File: config.mk
export PLATFORM = sky130hd
export DESIGN_NAME = video_pattern_src_flat
export DESIGN_NICKNAME = d
export VERILOG_FILES = /design/src/rtl/video_pattern_src_if.sv /design/src/rtl/video_pattern_src.sv /design/src/flat_wrapper.sv
export SDC_FILE = /design/constraint.sdc
export NUM_CORES = 1
export LEC_CHECK = 0
export CELL_PAD_IN_SITES_DETAIL_PLACEMENT = 0
export CELL_PAD_IN_SITES_GLOBAL_PLACEMENT = 1
export CORE_UTILIZATION = 40
export DETAILED_ROUTE_END_ITERATION = 10
export GPL_TIMING_DRIVEN = 0
export PLACE_DENSITY = 0.74
export SYNTH_ARGS = -nofsm -noshare
export SYNTH_HDL_FRONTEND = slang
export SYNTH_SLANG_ARGS = --single-unit
File: constraint.sdc
create_clock -name clk -period 3.23 [get_ports clk]
set_clock_uncertainty 0.1 [all_clocks]
set_input_delay 0.646 -clock clk [delete_from_list [all_inputs] [get_ports clk]]
set_output_delay 0.646 -clock clk [all_outputs]
set_load 0.005 [all_outputs]
File: src/rtl/video_pattern_src_if.sv
// Pixel stream bundle between the synthetic video source and the filter chain.
//   frame_vsync : frame valid, high across every active line including its blanking
//   frame_href  : line valid, high on active pixel ticks only
//   frame_clken : pixel tick strobe, one clk wide
//   pix_y       : 8-bit luma, non-zero only when frame_href & frame_clken
// master = source side (drives the stream), slave = consumer side.
interface video_pattern_src_if;
    logic       frame_vsync;
    logic       frame_href;
    logic       frame_clken;
    logic [7:0] pix_y;

    modport master (output frame_vsync, frame_href, frame_clken, pix_y);
    modport slave  (input  frame_vsync, frame_href, frame_clken, pix_y);
endinterface

File: src/rtl/video_pattern_src.sv
// Synthetic video source: frame timing with blanking plus one of four 8-bit luma
// test patterns (h-ramp, v-ramp, checker, seeded impulse noise). Stands in for the
// CMOS capture front-end during bring-up and filter regression.
// Ports:
//   clk, rst_n  : pixel-domain clock, asynchronous active-low reset
//   enable      : run request, only looked at on frame boundaries
//   pattern     : 0 h-ramp, 1 v-ramp, 2 checker, 3 impulse noise (latched per frame)
//   vid         : pixel stream (vsync/href/clken/y), master side
//   busy        : high whenever the sequencer is not idle
//   frame_done  : one-clk pulse on the last tick of the post-frame blanking
//
// state    | meaning
// S_IDLE   | waiting for enable on a pixel tick
// S_VPRE   | V_PRE blank lines ahead of the picture
// S_ACTIVE | active pixels of an active line (href high)
// S_HBLANK | H_BLANK ticks closing an active line
// S_VPOST  | V_POST blank lines after the picture
module video_pattern_src #(
    parameter int IMG_HDISP = 320,
    parameter int IMG_VDISP = 240,
    parameter int H_BLANK   = 40,
    parameter int V_PRE     = 2,
    parameter int V_POST    = 2,
    parameter int CLK_DIV   = 2
) (
    input  logic                       clk,
    input  logic                       rst_n,
    input  logic                       enable,
    input  logic [1:0]                 pattern,
    video_pattern_src_if.master        vid,
    output logic                       busy,
    output logic                       frame_done
);
    typedef enum logic [2:0] {S_IDLE, S_VPRE, S_ACTIVE, S_HBLANK, S_VPOST} state_t;

    localparam logic [4:0]  DIV_LAST   = 5'(CLK_DIV - 1);
    localparam logic [15:0] LINE_LAST  = 16'(IMG_HDISP + H_BLANK - 1);
    localparam logic [15:0] HDISP_LAST = 16'(IMG_HDISP - 1);
    localparam logic [15:0] VDISP_LAST = 16'(IMG_VDISP - 1);
    localparam logic [15:0] VPRE_LAST  = 16'(V_PRE - 1);
    localparam logic [15:0] VPOST_LAST = 16'(V_POST - 1);
    localparam logic [15:0] LFSR_SEED  = 16'hACE1;

    state_t      state, state_d, state_eff;
    logic [4:0]  div_cnt;
    logic        tick;
    logic [15:0] x, x_d, x_wrap, row, row_d;
    logic [1:0]  pat_r, pat_d;
    logic [15:0] lfsr, lfsr_d, lfsr_step;
    logic        line_end;
    logic        vsync_d, href_d, done_d;
    logic [7:0]  y_d, pix_val;
    logic        vsync_q, href_q, clken_q, done_q;
    logic [7:0]  y_q;

    assign tick      = (div_cnt == DIV_LAST);
    assign lfsr_step = {lfsr[14:0], lfsr[15] ^ lfsr[13] ^ lfsr[12] ^ lfsr[10]};

    always_ff @(posedge clk or negedge rst_n) begin
        if (!rst_n) begin
            state   <= S_IDLE;
            div_cnt <= '0;
            x       <= '0;
            row     <= '0;
            pat_r   <= '0;
            lfsr    <= LFSR_SEED;
            vsync_q <= 1'b0;
            href_q  <= 1'b0;
            clken_q <= 1'b0;
            y_q     <= 8'h00;
            done_q  <= 1'b0;
        end else begin
            div_cnt <= tick ? 5'd0 : div_cnt + 5'd1;
            // Stream outputs are registered together so they stay cycle-aligned;
            // href/y/done only ever appear alongside clken.
            clken_q <= tick;
            href_q  <= tick & href_d;
            y_q     <= tick ? y_d : 8'h00;
            done_q  <= tick & done_d;
            if (tick) begin
                state   <= state_d;
                x       <= x_d;
                row     <= row_d;
                pat_r   <= pat_d;
                lfsr    <= lfsr_d;
                vsync_q <= vsync_d;
            end
        end
    end

    always_comb begin
        pix_val = 8'h00;
        unique case (pat_r)
            2'd0: pix_val = x[7:0];
            2'd1: pix_val = row[7:0];
            2'd2: pix_val = (x[3] ^ row[3]) ? 8'hFF : 8'h00;
            default: begin
                if (lfsr[3:0] == 4'd0)      pix_val = 8'hFF;
                else if (lfsr[3:0] == 4'd1) pix_val = 8'h00;
                else                        pix_val = 8'h80;
            end
        endcase
    end

    always_comb begin
        // The enabling tick in IDLE is already tick 0 of the pre-blank.
        state_eff = state;
        if (state == S_IDLE && enable) state_eff = S_VPRE;
        state_d  = state_eff;
        x_d      = x;
        row_d    = row;
        pat_d    = pat_r;
        lfsr_d   = lfsr;
        vsync_d  = 1'b0;
        href_d   = 1'b0;
        y_d      = 8'h00;
        done_d   = 1'b0;
        line_end = (x == LINE_LAST);
        x_wrap   = line_end ? 16'd0 : x + 16'd1;
        unique case (state_eff)
            S_IDLE: begin
                x_d   = '0;
                row_d = '0;
            end
            S_VPRE: begin
                if (state == S_IDLE) begin
                    pat_d  = pattern;
                    lfsr_d = LFSR_SEED;
                end
                x_d = x_wrap;
                if (line_end) begin
                    if (row == VPRE_LAST) begin
                        row_d   = '0;
                        state_d = S_ACTIVE;
                    end else begin
                        row_d = row + 16'd1;
                    end
                end
            end
            S_ACTIVE: begin
                vsync_d = 1'b1;
                href_d  = 1'b1;
                y_d     = pix_val;
                lfsr_d  = lfsr_step;
                x_d     = x + 16'd1;
                if (x == HDISP_LAST) state_d = S_HBLANK;
            end
            S_HBLANK: begin
                vsync_d = 1'b1;
                x_d     = x_wrap;
                if (line_end) begin
                    if (row == VDISP_LAST) begin
                        row_d   = '0;
                        state_d = S_VPOST;
                    end else begin
                        row_d   = row + 16'd1;
                        state_d = S_ACTIVE;
                    end
                end
            end
            S_VPOST: begin
                x_d = x_wrap;
                if (line_end) begin
                    if (row == VPOST_LAST) begin
                        row_d  = '0;
                        done_d = 1'b1;
                        // Back-to-back frames: the next pre-blank starts on the very next tick.
                        if (enable) begin
                            state_d = S_VPRE;
                            pat_d   = pattern;
                            lfsr_d  = LFSR_SEED;
                        end else begin
                            state_d = S_IDLE;
                        end
                    end else begin
                        row_d = row + 16'd1;
                    end
                end
            end
            default: state_d = S_IDLE;
        endcase
    end

    assign vid.frame_vsync = vsync_q;
    assign vid.frame_href  = href_q;
    assign vid.frame_clken = clken_q;
    assign vid.pix_y       = y_q;
    assign busy            = (state != S_IDLE);
    assign frame_done      = done_q;
endmodule

File: src/flat_wrapper.sv
// flat-port wrapper written by rule: the top's interface ports become plain ports
module video_pattern_src_flat 
#(
    parameter int IMG_HDISP = 320,
    parameter int IMG_VDISP = 240,
    parameter int H_BLANK   = 40,
    parameter int V_PRE     = 2,
    parameter int V_POST    = 2,
    parameter int CLK_DIV   = 2
)
  (clk, rst_n, enable, pattern, busy, frame_done, vid_frame_vsync, vid_frame_href, vid_frame_clken, vid_pix_y);
  video_pattern_src_if vid_i ();
  input  logic clk;
  input  logic rst_n;
  input  logic enable;
  input  logic [1:0] pattern;
  output logic busy;
  output logic frame_done;
  output wire logic [$bits(vid_i.frame_vsync)-1:0] vid_frame_vsync;
  output wire logic [$bits(vid_i.frame_href)-1:0] vid_frame_href;
  output wire logic [$bits(vid_i.frame_clken)-1:0] vid_frame_clken;
  output wire logic [$bits(vid_i.pix_y)-1:0] vid_pix_y;
  assign vid_frame_vsync = vid_i.frame_vsync;
  assign vid_frame_href = vid_i.frame_href;
  assign vid_frame_clken = vid_i.frame_clken;
  assign vid_pix_y = vid_i.pix_y;
  video_pattern_src #(.IMG_HDISP(IMG_HDISP), .IMG_VDISP(IMG_VDISP), .H_BLANK(H_BLANK), .V_PRE(V_PRE), .V_POST(V_POST), .CLK_DIV(CLK_DIV)) u_core (.clk(clk), .rst_n(rst_n), .enable(enable), .pattern(pattern), .vid(vid_i), .busy(busy), .frame_done(frame_done));
endmodule
==> results by group, run 1 <==
Status
  • Status: complete, no violations

Critical path
  • Crit path from: u_core.x[0]
  • Worst R2R End: u_core.row[14]
  • Buf+Inv Stages, Crit Path: 0
  • Reg2reg start: u_core.x[0]
  • Slowest Stage Delay on Critical Path: 730 ps
  • Crit. End Element: flip-flop
  • Critical-path top delay cell: or4b_2
  • Crit path cell chain: ha_1 > nor4bb_1 > nand4_1 > nor3_1 > a31oi_1 > or4b_2 > o21ai_0
  • Family with the most delay on the worst path: simple AND/OR/NAND/NOR gates
  • Reg2Reg Setup Slack: between 200 and 250 ps
  • Worst path arrival time: 3160 ps
  • Worst EP required: 3390 ps
  • CP Class: reg -> reg
  • Crit start category: flip-flop
  • R2R depth: 7
  • CP Max Fanout: 8

Floorplan
  • Die width: ~96 µm
  • Core area: between 8000 and 9000 µm²
  • Starting Density: 42.1%
  • Full die area: 9210 µm²
  • Die height: 96.0 µm
  • # IOs: 18
  • Row count: 33

Routing
  • DR WL/cell: 16.0 µm
  • WL final: 7970 µm
  • Initial drt markers: 120
  • Vias per cell: 5.66
  • DRC viols: 0
  • DR vias: 2819
  • DR pass1 iterations: 4
  • Final ANT Viol Nets: 0

Timing
  • Rel. slew slack: between 40% and 50%
  • Final Hold Fails: 0
  • Final period util: 92.7%
  • Min Tclk post-route: approximately 3000 ps
  • Worst-Margin Slew: 884 ps
  • RSZ-0062 raised after global routing: no
  • Achievable frequency: 0.334 GHz
  • Final setup vio count: 0
  • Max-slew violations: 0

Run
  • Max Cap Violations: 0

Clock tree
  • CTS tree: done
  • Max clock buf depth: 2
  • Htree depth: 3
  • Clock-pin slew on the worst setup and hold paths: approximately 80 ps
  • TritonCTS buffer count: 9
  • CTS Hold Bufs: 0
  • CTS Sinks: 70
  • CTS Root Cell: clkbuf_8
  • Clock Latency Late Sink: 350 ps

Layout
  • Most frequent cells in the layout: dfrtp_1 (62), nor2_1 (30), o21ai_0 (27), nand2_1 (23), a22o_1 (21)
  • Core Util, Final: 48.0%
  • Proportion of layout cells with a drive suffix above 1: between 10% and 20%
  • Nets: 398
  • Layout overhead on the synthesized area: 14.0%
  • Most common library cell in the layout ignoring fill and taps: dfrtp_1
  • Ant. Diodes: 0
  • Finished Cell Area: 4030 µm²
  • Post-route insts no fill: 498
  • # fillers: 788

Yosys
  • Synthesis Warnings: 0
  • Synth cell types: 51
  • Share of the synthesized area in the top cell type: a little over two fifths
  • Cell count after synthesis: between 300 and 400
  • Syn Area/Cell: 9.81 µm²
  • Sequential area share after synthesis: 49.9%
  • Mapped Nets: 370
  • Post-synth EDFFs: 0
  • Synthesized flop and latch total: 70
  • Cell Area, Synth: 3530 µm²
  • Asr flop ratio synth: 100%
  • Synth Flop Type: dfrtp_1
  • Synth area leader: dfrtp_1
  • Largest cells by area after synthesis: dfrtp_1 (44%), dfstp_2 (6.0%), a22o_1 (5.2%)

GRT
  • GRT Total Usage: 19.4%
  • Wire length of the first global-routing pass: 13200 µm
  • Vias in the first global route: 2637
  • GR Overflow Total: 0
  • Initial antenna violation count: 0
  • Pin count of the biggest net entering global routing: just over 70

Placed design
  • Cells after DPL: 482
  • GPL Wtd Cong: 0.789
  • Placed wire-length estimate: 5480 µm
  • DP Area: about 3800 µm²
  • IO Port Bufs: 17

Pwr
  • Peak VDD IR: 280 µV
  • Leakage dissipation: 1.74 nW
  • P per Cell Area: 384 nW/µm²

Hold path
  • Worst hold path class: in -> async
[synthesized netlist by cell type, types with 7 or more instances]
| library cell | number |
|---|---|
| inv_1 | 11 |
| o21ai_0 | 27 |
| nor2b_1 | 12 |
| clkbuf_1 | 15 |
| a21oi_1 | 16 |
| nand4_1 | 8 |
| o22ai_1 | 9 |
| a22o_1 | 21 |
| xnor2_1 | 7 |
| nor2_1 | 30 |
| dfrtp_1 | 62 |
| nand3_1 | 14 |
| dfstp_2 | 8 |
| nor3_1 | 10 |
| nand2_1 | 23 |
| o22a_1 | 7 |
| xor2_1 | 9 |
[flip-flops by register name (all words and copies together) (netlist names)]
register	cells
u_core.vid.frame_href	1
u_core.vid.pix_y	8
u_core.x	16
u_core.div_cnt	5
u_core.frame_done	1
u_core.state	3
u_core.vid.frame_clken	1
u_core.pat_r	2
u_core.vid.frame_vsync	1
u_core.lfsr	16
u_core.row	16
[how the worst max path moves through the flow]
stage,to,slack (ps),cells past startpoint
after floorplan,u_core.x[13],610,10
after global placement,u_core.lfsr[8],-990,1
after detailed placement,u_core.row[5],90,8
after CTS,u_core.x[11],160,8
after global routing,u_core.row[14],10,7
final,u_core.row[14],240,7
[repair_timing]
| item | CTS | global route |
|---|---|---|
| gates resized for setup | 0 | 9 |
| hold endpoints to repair | 0 | 0 |
| buffers inserted | 0 | 0 |
| setup endpoints to repair | 0 | 29 |
[layout make-up]
type / count / area, µm² / share of cell area, %
Buffer: 19 / 93.8 / 2.33
Clock buffer: 10 / 138 / 3.42
Clock inverter: 6 / 46.3 / 1.15
Inverter: 11 / 41.3 / 1.03
Multi-Input combinational cell: 260 / 1650 / 40.9
Sequential cell: 70 / 1760 / 43.8
Tap cell: 105 / 131 / 3.26
Timing Repair Buffer: 17 / 168 / 4.17
[power breakdown]
part | switching (W) | internal (W) | total (W)
logic | 0.0000182 | 0.00000414 | 0.0000223
registers | 0 | 0.000876 | 0.000876
clock network | 0.000345 | 0.000303 | 0.000648
total | 0.000363 | 0.00118 | 0.00155
[routing by layer]
metal,vias to the layer above,global-route usage (%),wire length [µm]
li1,1371,-,-
met1,1396,27.7,4060
met2,44,29.4,3520
met3,8,4.03,302
met4,0,5.97,81
met5,-,0,0
[cells by family (layout without fill, tap and decap cells)]
group                    count (synthesis)  in the layout  synth area share [%]
flip-flops                              70             70                  49.9
XOR/XNOR                                16             16                  3.97
multiplexers                             3              3                 0.956
AO/OA/AOI/OAI                           98             98                  18.6
adder cells (fa/ha/maj)                  5              5                  1.77
AND/OR/NAND/NOR                        138            138                  21.1
buffers and inverters                   30             63                  3.68
[through the flow]
stage          hold WS [ps]  total power [W]  worst slack, ps  setup TNS (ps)
3_3_place_gp            353         0.000917             -987          -62230
3_5_place_dp            361         0.000917             91.7               0
2_1_floorplan           250         0.000894              614               0
6_report                299          0.00155              236               0
5_1_grt                 384          0.00161             11.7               0
4_1_cts                 350          0.00157              160               0
No activity file was read; power rests on OpenSTA's default activity.
==> run 2, diff against run 1 <==
--- a/config.mk
+++ b/config.mk
@@ -9,8 +9,9 @@
 export CELL_PAD_IN_SITES_GLOBAL_PLACEMENT = 1
 export CORE_UTILIZATION = 40
 export DETAILED_ROUTE_END_ITERATION = 10
+export GPL_ROUTABILITY_DRIVEN = 0
 export GPL_TIMING_DRIVEN = 0
-export PLACE_DENSITY = 0.74
+export PLACE_DENSITY = 0.77
 export SYNTH_ARGS = -nofsm -noshare
 export SYNTH_HDL_FRONTEND = slang
 export SYNTH_SLANG_ARGS = --single-unit
==> constraint.sdc (replaced) <==
create_clock -name clk -period 2.7 [get_ports clk]
set_clock_uncertainty 0.1 [all_clocks]
set_input_delay 0.54 -clock clk [delete_from_list [all_inputs] [get_ports clk]]
set_output_delay 0.54 -clock clk [all_outputs]
set_load 0.005 [all_outputs]
==> results by group, run 2 (same netlist as run 1, synthesis figures left out) <==
Status
  • Status: complete, no violations

Timing
  • Max-slew violations: 0
  • Final setup vio count: 0
  • Final period util: 95.4%
  • Post-route setup slack: about 120 ps
  • Min Tclk post-route: 2580 ps
  • Rel. slew slack: between 40% and 50%
  • Worst-Margin Slew: 872 ps
  • Hold slack: approximately 210 ps
  • Achievable frequency: 0.388 GHz
  • Final Hold Fails: 0

Critical path
  • Worst path arrival time: 2740 ps
  • Crit path from: u_core.div_cnt[1]
  • Critical-path top delay cell: or4_4
  • Reg2reg start: u_core.div_cnt[1]
  • CP dominant cell by count: buf_6
  • Crit start category: flip-flop
  • Worst EP required: 2870 ps
  • CP Max Fanout: 10
  • CP Class: reg -> reg
  • Crit path cell chain: inv_1 > ha_1 > or4b_4 > buf_6 > a21o_1 > buf_6 > or4_4 > or3_1 > a21oi_1
  • Crit. End Element: flip-flop
  • Slowest Stage Delay on Critical Path: 470 ps

Pwr
  • Peak VDD IR: between 200 and 250 µV
  • P per Cell Area: between 400 and 500 nW/µm²
  • Leakage dissipation: 1.81 nW

Routing
  • WL final: 8020 µm
  • DR WL/cell: between 15 and 20 µm
  • DR pass1 iterations: 5
  • DR vias: about 2800
  • Vias per cell: approximately 5.6
  • Final ANT Viol Nets: 0
  • Initial drt markers: 136
  • DRC viols: 0

Floorplan
  • Die width: 96.0 µm
  • Row count: 33
  • # IOs: 18
  • Die height: between 90 and 100 µm
  • Starting Density: 42.1%
  • Full die area: 9210 µm²
  • Core area: 8380 µm²

Layout
  • Ant. Diodes: 0
  • Layout overhead on the synthesized area: 18.7%
  • Largest registers: u_core.lfsr x16, u_core.row x16, u_core.x x16
  • Nets: 405
  • Most common library cell in the layout ignoring fill and taps: dfrtp_1
  • Proportion of layout cells with a drive suffix above 1: 16.0%
  • Core Util, Final: 50.0%
  • Most frequent cells in the layout: dfrtp_1 (62), nor2_1 (29), o21ai_0 (26), nand2_1 (21), a22o_1 (21)

GRT
  • GR Overflow Total: 0
  • Wire length of the first global-routing pass: approximately 13000 µm
  • Vias in the first global route: 2745
  • GRT Total Usage: 19.1%
  • Pin count of the biggest net entering global routing: 71
  • Initial antenna violation count: 0

Clock tree
  • Max clock buf depth: 2
  • CTS Sinks: 70
  • TritonCTS buffer count: 9
  • Clock-pin slew on the worst setup and hold paths: around 80 ps
  • CTS Hold Bufs: 0
  • Clock Latency Late Sink: 340 ps
  • CTS tree: done
  • CTS Root Cell: clkbuf_8
  • Htree depth: 3

Hold path
  • Worst hold path class: in -> async

Placed design
  • Placed wire-length estimate: 5430 µm
  • Setup slack at placement: -383 ps
  • IO Port Bufs: 17

Run
  • Max Cap Violations: 0
==> run 2: through the flow <==
step	power, W	setup TNS, ps	cells	instance area (µm²)
after floorplan	0.00107	0	360	3530
after global placement	0.00110	-102860	482	3830
after detailed placement	0.00110	-10230	482	3830
after CTS	0.00197	0	501	4110
after global routing	0.00202	-398	505	4190
final	0.00195	0	505	4190
==> run 2: final cells by class <==
type / count / area [µm²]
fill: 800 / 4190
sequential: 70 / 1760
multi-input combinational: 260 / 1720
timing repair buffer: 27 / 243
tap: 105 / 131
clock buffer: 9 / 124
buffer: 16 / 87.6
clock inverter: 7 / 81.3
inverter: 11 / 41.3
==> run 2: repair_timing <==
| action | in CTS | in global routing |
|---|---|---|
| endpoints found under the setup margin | 42 | 43 |
| cloned | 0 | 0 |
| gates resized for setup | 15 | 18 |
| buffers inserted | 5 | 5 |
| pin swaps | 2 | 3 |
| endpoints found under the hold margin | 0 | 0 |
==> run 2: critical path, delay by kind of cell, from the launching register on <==
family	cells	cell delay (ps)
DFF	1	380
AOI/OAI and AO/OA	2	310
buffers and inverters	3	340
adders and majority gates	1	130
and+or+nand+nor	3	1250
==> run 2: final timing paths <==
path,depth (start not counted),endpoint,slack [ps]
max,9,u_core.x[9],120
max reg2reg,9,u_core.x[9],120
min reg2reg,1,u_core.div_cnt[4],380
max in group asynchronous,1,u_core.x[4],1730
min in group clk,1,u_core.div_cnt[4],380
min,1,u_core.row[9],210
==> run 2: power by group <==
group | internal (W) | total [W] | switching [W]
clock | 0.000438 | 0.000873 | 0.000435
combinational | 0.00000523 | 0.0000280 | 0.0000228
sequential | 0.00105 | 0.00105 | 0
==> run 2: routing by layer <==
layer	wire, µm	GRT usage (%)	vias up
met1	3830	25.7	1388
met4	104	6.72	0
met3	233	2.92	10
met5	0	0	-
li1	-	-	1388
met2	3850	31.1	53
